### config.mk
export PLATFORM = sky130hd
export DESIGN_NAME = memory_port_arbiter
export DESIGN_NICKNAME = d
export VERILOG_FILES = /design/src/rtl/memory_port_arbiter.sv
export SDC_FILE = /design/constraint.sdc
export NUM_CORES = 1
export LEC_CHECK = 0
export BUFFER_PORTS_ARGS = -buffer_cell sky130_fd_sc_hd__buf_4
export CAP_MARGIN = 20
export CORE_AREA = 2 2 108 110
export CTS_BUF_LIST = sky130_fd_sc_hd__clkbuf_4 sky130_fd_sc_hd__clkbuf_8 sky130_fd_sc_hd__clkbuf_16
export DETAILED_ROUTE_END_ITERATION = 10
export DIE_AREA = 0 0 110 112
export PLACE_DENSITY_LB_ADDON = 0.12
export SETUP_SLACK_MARGIN = 0.5
export SLEW_MARGIN = 10
export SYNTH_ARGS = -nofsm -noshare
export SYNTH_HDL_FRONTEND = slang
export SYNTH_SLANG_ARGS = --single-unit
### constraint.sdc
create_clock -name clock -period 1.5 [get_ports clock]
set_clock_uncertainty 0.05 [all_clocks]
set_input_delay 0.075 -clock clock [delete_from_list [all_inputs] [get_ports clock]]
set_output_delay 0.075 -clock clock [all_outputs]
set_load 0.01 [all_outputs]
### src/rtl/memory_port_arbiter.sv
// memory_port_arbiter: shares the core's single-ported memory bus between
// instruction fetch and the Memory stage. One outstanding transaction at a
// time; a starvation guard lets fetch win once it has lost STARVE_LIMIT
// consecutive arbitrations to data accesses.
// Optional feature macro: MEMORY_ARBITER_TIMEOUT_EN adds the busTimeout output
// and a WAIT watchdog that gives up after TIMEOUT_CYCLES without a response.
//
// state | meaning
// IDLE  | arbitrate between data and fetch, latch the winner's bus fields
// ISSUE | memRequest high, bus fields held stable until memGrant
// WAIT  | transaction accepted, awaiting memResponseValid (or timeout)
module memory_port_arbiter #(
  parameter int STARVE_LIMIT = 4
`ifdef MEMORY_ARBITER_TIMEOUT_EN
  ,
  parameter int TIMEOUT_CYCLES = 256
`endif
) (
  input  logic        clock,
  input  logic        reset,
  input  logic        dataLoadRequest,
  input  logic        dataStoreRequest,
  input  logic [31:0] dataAddress,
  input  logic [31:0] dataStoreData,
  input  logic [3:0]  dataByteEnable,
  output logic [31:0] loadData,
  output logic        loadDataValid,
  output logic        storeComplete,
  input  logic        fetchRequest,
  input  logic [31:0] fetchAddress,
  input  logic        fetchFlush,
  output logic [31:0] fetchData,
  output logic        fetchDataValid,
  output logic        memRequest,
  output logic        memWriteEnable,
  output logic [31:0] memAddress,
  output logic [31:0] memWriteData,
  output logic [3:0]  memByteEnable,
  input  logic        memGrant,
  input  logic        memResponseValid,
  input  logic [31:0] memReadData
`ifdef MEMORY_ARBITER_TIMEOUT_EN
  ,
  output logic        busTimeout
`endif
);

  typedef enum logic [1:0] {IDLE, ISSUE, WAIT} state_t;
  typedef enum logic [1:0] {OWN_NONE, OWN_LOAD, OWN_STORE, OWN_FETCH} owner_t;

  localparam logic [3:0] STARVE_MAX = 4'(STARVE_LIMIT);

  state_t      state, state_n;
  owner_t      owner, owner_n;
  logic [3:0]  starve, starve_n;
  logic        drop, drop_n;
  logic        req_n, we_n;
  logic [31:0] addr_n, wdata_n;
  logic [3:0]  be_n;

  logic        data_req;
  logic        fetch_elig;
  logic        fetch_wins;
  logic        done;
  logic [31:0] resp_data;

  assign data_req   = dataLoadRequest | dataStoreRequest;
  assign fetch_elig = fetchRequest & ~fetchFlush;
  assign fetch_wins = fetch_elig & (~data_req | (starve == STARVE_MAX));

`ifdef MEMORY_ARBITER_TIMEOUT_EN
  // Down-counter loaded on entry to WAIT; terminal count 0 marks the last
  // permitted WAIT cycle.
  localparam logic [15:0] TMO_LOAD = 16'(TIMEOUT_CYCLES - 1);
  logic [15:0] tmo_cnt, tmo_cnt_n;
  logic        tmo_hit;

  assign tmo_hit    = (state == WAIT) & ~memResponseValid & (tmo_cnt == 16'd0);
  assign busTimeout = tmo_hit;
  assign done       = (state == WAIT) & (memResponseValid | tmo_hit);
  assign resp_data  = memResponseValid ? memReadData : 32'h0000_0000;
`else
  assign done      = (state == WAIT) & memResponseValid;
  assign resp_data = memReadData;
`endif

  // Next-state, arbitration and combinational completion pulses.
  always_comb begin
    state_n        = state;
    owner_n        = owner;
    starve_n       = starve;
    drop_n         = drop;
    req_n          = memRequest;
    we_n           = memWriteEnable;
    addr_n         = memAddress;
    wdata_n        = memWriteData;
    be_n           = memByteEnable;
    loadData       = 32'h0000_0000;
    loadDataValid  = 1'b0;
    storeComplete  = 1'b0;
    fetchData      = 32'h0000_0000;
    fetchDataValid = 1'b0;
`ifdef MEMORY_ARBITER_TIMEOUT_EN
    tmo_cnt_n      = tmo_cnt;
`endif

    case (state)
      IDLE: begin
        if (data_req || fetch_elig) begin
          state_n = ISSUE;
          req_n   = 1'b1;
          drop_n  = 1'b0;
          if (fetch_wins) begin
            owner_n  = OWN_FETCH;
            we_n     = 1'b0;
            addr_n   = {fetchAddress[31:2], 2'b00};
            wdata_n  = 32'h0000_0000;
            be_n     = 4'b1111;
            starve_n = 4'd0;
          end else begin
            // Store beats load when the Memory stage raises both.
            if (dataStoreRequest) begin
              owner_n = OWN_STORE;
              we_n    = 1'b1;
              wdata_n = dataStoreData;
              be_n    = dataByteEnable;
            end else begin
              owner_n = OWN_LOAD;
              we_n    = 1'b0;
              wdata_n = 32'h0000_0000;
              be_n    = 4'b1111;
            end
            addr_n = {dataAddress[31:2], 2'b00};
            if (!fetch_elig) begin
              starve_n = 4'd0;
            end else if (starve != STARVE_MAX) begin
              starve_n = starve + 4'd1;
            end
          end
        end else begin
          starve_n = 4'd0;
        end
      end

      ISSUE: begin
        if (owner == OWN_FETCH && fetchFlush) drop_n = 1'b1;
        if (memGrant) begin
          req_n   = 1'b0;
          state_n = WAIT;
`ifdef MEMORY_ARBITER_TIMEOUT_EN
          tmo_cnt_n = TMO_LOAD;
`endif
        end
      end

      WAIT: begin
        // A flushed fetch still completes on the bus; its data is discarded.
        if (owner == OWN_FETCH && fetchFlush) drop_n = 1'b1;
`ifdef MEMORY_ARBITER_TIMEOUT_EN
        if (tmo_cnt != 16'd0) tmo_cnt_n = tmo_cnt - 16'd1;
`endif
        if (done) begin
          state_n = IDLE;
          case (owner)
            OWN_LOAD: begin
              loadData      = resp_data;
              loadDataValid = dataLoadRequest;
            end
            OWN_STORE: storeComplete = 1'b1;
            OWN_FETCH: begin
              fetchData      = resp_data;
              fetchDataValid = ~drop & ~fetchFlush;
            end
            default: ;
          endcase
        end
      end

      default: state_n = IDLE;
    endcase
  end

  // State and registered bus fields; synchronous active-low reset.
  always_ff @(posedge clock) begin
    if (!reset) begin
      state          <= IDLE;
      owner          <= OWN_NONE;
      starve         <= 4'd0;
      drop           <= 1'b0;
      memRequest     <= 1'b0;
      memWriteEnable <= 1'b0;
      memAddress     <= 32'h0000_0000;
      memWriteData   <= 32'h0000_0000;
      memByteEnable  <= 4'b0000;
`ifdef MEMORY_ARBITER_TIMEOUT_EN
      tmo_cnt        <= 16'd0;
`endif
    end else begin
      state          <= state_n;
      owner          <= owner_n;
      starve         <= starve_n;
      drop           <= drop_n;
      memRequest     <= req_n;
      memWriteEnable <= we_n;
      memAddress     <= addr_n;
      memWriteData   <= wdata_n;
      memByteEnable  <= be_n;
`ifdef MEMORY_ARBITER_TIMEOUT_EN
      tmo_cnt        <= tmo_cnt_n;
`endif
    end
  end

endmodule

==> results of run 1 <==
area by class of cell:
class / instances / area, um2 / share of cell area (%)
inverter: 67 / 259.0 / 3.140
sequential: 77 / 1548 / 18.76
tap: 143 / 178.9 / 2.169
timing repair buffer: 415 / 3924 / 47.57
clock buffer: 13 / 280.3 / 3.398
antenna: 1 / 2.502 / 0.03034
multi-input combinational: 223 / 1992 / 24.15
clock inverter: 3 / 65.06 / 0.7887
metal layers:
metal	routed length (um)	vias to the layer above	GRT usage, %
met4	534	2	10.89
met5	11	-	0
met2	8945	243	46.79
met1	5634	2211	25.39
met3	1564	47	7.670
li1	-	2183	-
power by group through the flow:
| stage | logic, W | clock network, W | registers, W |
|---|---|---|---|
| 6_report | 0.00490 | 0.00245 | 0.00308 |
| 5_1_grt | 0.00519 | 0.00259 | 0.00315 |
| 4_1_cts | 0.00455 | 0.00248 | 0.00305 |
| 3_5_place_dp | 0.00370 | 0 | 0.00308 |
| 3_3_place_gp | 0.00362 | 0 | 0.00306 |
| 2_1_floorplan | 0.00169 | 0 | 0.00332 |
critical path, cell delays in order, from the launching register on:
cell and delay, ns:
dfxtp_2 0.35, buf_4 0.13, inv_4 0.04, ha_4 0.17
inv_4 0.08, buf_6 0.10, a211oi_4 0.04, buf_6 0.13
buf_12 0.12, buf_16 0.13, a222oi_1 0.33
cell usage after synthesis (2+ instances only):
cell	count	area, um2
o211ai_1	2	15.01
nor2_1	6	22.52
buf_2	14	70.07
nor3b_1	2	15.01
nor2b_1	3	18.77
a222oi_1	30	300.3
nand3_1	2	10.01
xor2_1	2	17.52
a211oi_2	2	25.02
dfxtp_1	77	1541
o221a_2	5	56.30
buf_4	5	37.54
and2_1	65	406.6
ha_1	6	75.07
inv_1	66	247.7
a32o_1	32	320.3
clkbuf_1	14	52.55
a21oi_2	2	17.52
nand2_1	39	146.4
o211a_1	2	20.02
mux2i_1	3	30.03
through the flow:
step	hold WS [ns]	worst slack (ns)	instance area (um2)	std cells	util, %
after floorplan	0.1360	0.1080	3926	400	-
after global placement	0.2341	0.008261	6126	798	54.82
after detailed placement	0.2388	-0.05856	6126	798	54.82
after CTS	0.05345	-0.2736	8025	931	71.82
after global routing	0.06167	-0.3356	8247	941	73.80
final	0.07219	-0.2988	8249	942	73.82
registers in the layout (all words and copies together) (netlist names):
signal / cells
drop: 1
memAddress: 30
memByteEnable: 4
memRequest: 1
memWriteData: 32
memWriteEnable: 1
owner: 2
starve: 4
state: 2
path summary, 6_finish.rpt:
check                           slack, ns                         from                           to  depth (start not counted)
worst max-delay path                -0.30        state[1]$_SDFFE_PN0P_  memAddress[22]$_SDFFE_PN0P_                         10
worst min-delay path                 0.07                     memGrant      memRequest$_SDFFE_PN0P_                          3
worst max register to register      -0.30        state[1]$_SDFFE_PN0P_  memAddress[22]$_SDFFE_PN0P_                         10
worst min register to register       0.43  memAddress[27]$_SDFFE_PN0P_  memAddress[27]$_SDFFE_PN0P_                          2
logic make-up after synthesis:
| logic type | after synthesis | share of synthesized area (%) |
|---|---|---|
| muxes | 3 | 0.8360 |
| other | 1 | 0.1044 |
| adders and majority gates | 6 | 2.090 |
| AOI/OAI and AO/OA | 83 | 22.81 |
| xor gates and xnor gates | 3 | 0.7316 |
| and+or+nand+nor | 126 | 19.05 |
| DFF | 77 | 42.91 |
| buffers and inverters | 100 | 11.46 |
what timing repair did:
item                                    in CTS  in global routing
cloned                                       7                  5
endpoints found under the setup margin     144                144
setup buffers                               14                  5
gates resized for setup                     74                 26
hold buffers                                96                  0
endpoints found under the hold margin       66                  0
pin swaps                                   30                 42
==> flow_metrics.py, run 1 <==
metrics = {
    "status": {
        "status": "finished with violations",
        "violations": "negative setup slack",
    },
    "synth": {
        "synthArstFlopShare_pct": 0,
        "synth_area_um2": 3592,
        "synth_top_flop_cell": "dfxtp_1",
        "synthCells": 399,
        "synth_area_per_cell_um2": 9.003,
        "synth_seq_cells": 77,
        "synth_warnings": 0,
        "synth_edf_count": 0,
        "yosysSeqAreaShare_pct": 42.91,
        "synthDistinctLibCells": 41,
    },
    "final_layout": {
        "mostFrequentLayoutCells": "227 x buf_4, 96 x dlygate4sd3_1, 74 x buf_6",
        "drive_above_1_share_pct": 54.64,
        "mostFrequentLayoutCell": "buf_4",
        "areaGrowthSynthToFinish_pct": 129.6,
        "fill_cells": 752,
        "fin_nets": 939,
    },
    "power_and_ir_drop": {
        "cellPowerDensity_nw_per_um2": 1265,
        "p_comb_share_pct": 47.0,
        "power_w": 0.01043,
        "power.share.switching_pct": 32.37,
        "p_sw_w": 0.003376,
        "internal-power_w": 0.007055,
        "ir_worst_vdd_mv": 0.8342,
        "seq_power_share_pct": 29.5,
        "power_frac_clock_pct": 23.5,
        "leakagePower_nw": 4.000,
    },
    "floorplan": {
        "std_cell_rows": 39,
        "die_w_um": 110,
        "fp.dieH_um": 112,
        "core_region_area_um2": 11170,
        "io_pins": 277,
        "initial_core_util_pct": 32.15,
        "dieArea_um2": 12320,
    },
    "sta": {
        "hold_viol_final": 0,
        "post-route-min-period_ns": 1.799,
        "max_freq_mhz": 555.9,
        "drv_slew": 0,
        "setup_violations": 136,
        "rsz0062_at_grt": "yes",
        "fin_setup_tns_ns": -20.82,
        "setup_ws_ns": -0.2988,
        "fin_crit_sh_pct": 119.9,
    },
    "flow_run": {
        "cap_violations": 0,
    },
    "cts": {
        "worstSkewPairLatency_ns": 0.33,
        "cts_tree": "done",
        "root_buffer": "clkbuf_16",
        "clk_pin_slew_ns": 0.06,
        "cts-buffers-inserted": 9,
        "cts.path.max_buffers": 2,
        "cts_sinks": 77,
        "htreeDepth": 3,
    },
    "hold_path": {
        "holdCritPathClass": "in -> reg",
    },
    "route": {
        "vias": 4686,
        "routed_wl_mm": 16.69,
        "drc_errors": 0,
        "drt-initial-drc-count": 360,
        "first_pass_iters": 9,
        "antenna_left": 0,
        "via_per_inst": 4.975,
        "wl_per_cell_um": 17.72,
    },
    "grt": {
        "grt_max_degree": 34,
        "grt-ovfl-total": 0,
        "grt_pass1_vias": 4756,
        "track_usage_pct": 25.25,
        "grt_pass1_wl_mm": 24.05,
        "antenna_found_initial": 2,
    },
    "placed_design": {
        "hpwl_mm": 9.671,
        "place_congestion": 0.7996,
        "io_buffers": 270,
    },
    "critical_path": {
        "startpoint_type": "flip-flop",
        "path_class": "reg -> reg",
        "cp_max_fo": 8,
        "cp-end-kind": "flip-flop",
        "crit_required_ns": 1.64,
        "crit_arrival_ns": 1.93,
    },
}
(Power assumes the default switching activity.)
==> run 2, diff against run 1 <==
- CORE_AREA: 2 2 108 110 -> 2 2 106 108
- DIE_AREA: 0 0 110 112 -> 0 0 108 110
==> run 2 against run 1 <==
Net effect:
- die area decreased by 3.6%
- wire length increased by 4.2%
- design area is 1.7% higher
- the flow still finishes with violations (negative setup slack)
- largest cell class unchanged
- critical path depth fell by 1
- clock power fell by 37%
==> flow_metrics.py, run 2 (synthesis gave the netlist of run 1 again) <==
metrics = {
    "status": {
        "status": "finished with violations",
        "violations": "negative setup slack",
    },
    "final_layout": {
        "largest_register_ffs": 32,
        "diodes": 0,
        "multi_input_area_um2": 2042,
        "fill_cells": 636,
        "top_register": "memWriteData",
        "mostFrequentLayoutCell": "buf_4",
        "fin_nets": 951,
        "biggestRegsByFlops": "memWriteData: 32 flops, memAddress: 30 flops",
        "areaGrowthSynthToFinish_pct": 133.5,
        "finalInstanceArea_um2": 8388,
        "mostFrequentLayoutCells": "226 x buf_4, 97 x dlygate4sd3_1, 80 x buf_6",
        "seqCellArea_um2": 1575,
        "drive_above_1_share_pct": 58.15,
    },
    "route": {
        "via_per_inst": 5.009,
        "vias": 4759,
        "drc_errors": 0,
        "wl_per_cell_um": 18.31,
        "first_pass_iters": 7,
        "antenna_left": 0,
        "drt-initial-drc-count": 310,
        "routed_wl_mm": 17.40,
    },
    "critical_path": {
        "timing.critical_path.buf_inv": 5,
        "cp_max_fo": 5,
        "crit_required_ns": 1.37,
        "worst_path_max_delay_cell": "dfxtp_2",
        "cpPeakStageDelay_ns": 0.33,
        "crit_arrival_ns": 1.74,
        "crit_chain": "inv_2 > ha_4 > nand2_4 > nor2_4 > buf_6 > buf_12 > buf_16 > and2_4 > buf_6",
        "startpoint_type": "flip-flop",
        "cp_common_cell": "buf_6",
        "cp-end-kind": "output port",
        "path_class": "reg -> out",
        "cp_top_family": "buffers and inverters",
    },
    "cts": {
        "cts-buffers-inserted": 9,
        "cts_tree": "done",
        "htreeDepth": 3,
        "clk_pin_slew_ns": 0.08,
        "cts.path.max_buffers": 2,
        "cts_sinks": 77,
        "worstSkewPairLatency_ns": 0.36,
        "root_buffer": "clkbuf_8",
    },
    "sta": {
        "drv_slew": 0,
        "tightestPinTransition_ns": 0.5288,
        "post-route-min-period_ns": 1.862,
        "rsz0062_at_grt": "yes",
        "setup_violations": 140,
        "fin_crit_sh_pct": 124.1,
        "setup_ws_ns": -0.3620,
        "hold_viol_final": 0,
        "slew_headroom_pct": 64.75,
        "max_freq_mhz": 537.1,
    },
    "floorplan": {
        "die_w_um": 108,
        "std_cell_rows": 38,
        "fp.dieH_um": 110,
        "io_pins": 277,
        "core_region_area_um2": 10700,
        "initial_core_util_pct": 33.58,
        "dieArea_um2": 11880,
    },
    "hold_path": {
        "holdCritPathClass": "in -> reg",
    },
    "power_and_ir_drop": {
        "cellPowerDensity_nw_per_um2": 1185,
        "power_w": 0.009941,
        "leakagePower_nw": 4.043,
        "ir_worst_vdd_mv": 0.8134,
    },
    "placed_design": {
        "io_buffers": 270,
        "place_area_um2": 6115,
        "hpwl_mm": 9.326,
        "place_congestion": 0.7491,
    },
    "grt": {
        "grt_max_degree": 38,
        "track_usage_pct": 27.22,
        "grt_pass1_vias": 5009,
        "antenna_found_initial": 0,
        "grt_pass1_wl_mm": 24.92,
        "grt-ovfl-total": 0,
    },
    "flow_run": {
        "cap_violations": 0,
    },
}
-- run 2: worst reg2reg max path, delay by kind of cell (launching register included) --
family	cells	cell delay, ns
AO/OA/AOI/OAI	2	0.28
flip-flops	1	0.34
buffers and inverters	8	0.85
adder cells (fa/ha/maj)	1	0.17
-- run 2: what timing repair did --
item                                    4_1_cts  5_1_grt
endpoints found under the setup margin      146      165
endpoints found under the hold margin        68        0
pin swaps                                    11       21
gates cloned                                 13        1
hold buffers                                 97        0
buffers inserted                             22        7
resized for setup                           102       37
-- run 2: metrics by stage --
step	hold slack, ns	worst slack (ns)	instances	setup TNS [ns]	utilization (%)
floorplan	0.1360	0.1080	400	0	-
global placement	0.2341	-0.003101	794	-0.006873	57.16
detailed placement	0.2391	-0.05465	794	-0.8969	57.16
CTS	0.01546	-0.3637	942	-33.04	76.70
global route	0.03384	-0.4410	950	-43.84	78.41
finish	0.03114	-0.3620	950	-34.31	78.41
-- run 2: final timing paths --
path | slack (ns) | endpoint | start | cells past startpoint
hold reg to reg | 0.43 | memAddress[9]$_SDFFE_PN0P_ | memAddress[9]$_SDFFE_PN0P_ | 2
setup / recovery | -0.36 | fetchData[17] | state[0]$_SDFFE_PN0P_ | 9
hold / removal | 0.03 | memRequest$_SDFFE_PN0P_ | memGrant | 3
setup reg to reg | -0.28 | memAddress[6]$_SDFFE_PN0P_ | state[0]$_SDFFE_PN0P_ | 11
-- run 2: layer usage --
metal | vias to the layer above | share of wire (%) | routed length, um | track usage (%)
met5 | - | 0 | 0 | 0
met2 | 229 | 53 | 9302 | 50.99
met1 | 2259 | 36 | 6179 | 27.61
met4 | 0 | 3.5 | 604 | 14.38
met3 | 52 | 7.5 | 1311 | 7.290
li1 | 2219 | - | - | -
-- run 2: layout make-up --
class                           count  share of cell area (%)
Multi-Input combinational cell    223                   24.34
Inverter                           67                   3.028
Sequential cell                    77                   18.78
Clock buffer                        9                   1.477
Clock inverter                      7                  0.7906
Timing Repair Buffer              427                   49.49
Tap cell                          140                   2.088
-- run 2: report_power, final --
part | total (W) | switching, W | internal (W)
Clock | 0.00155 | 0.000792 | 0.000759
Combinational | 0.00528 | 0.00229 | 0.00299
Sequential | 0.00311 | 0.000384 | 0.00272
Total | 0.00994 | 0.00347 | 0.00647
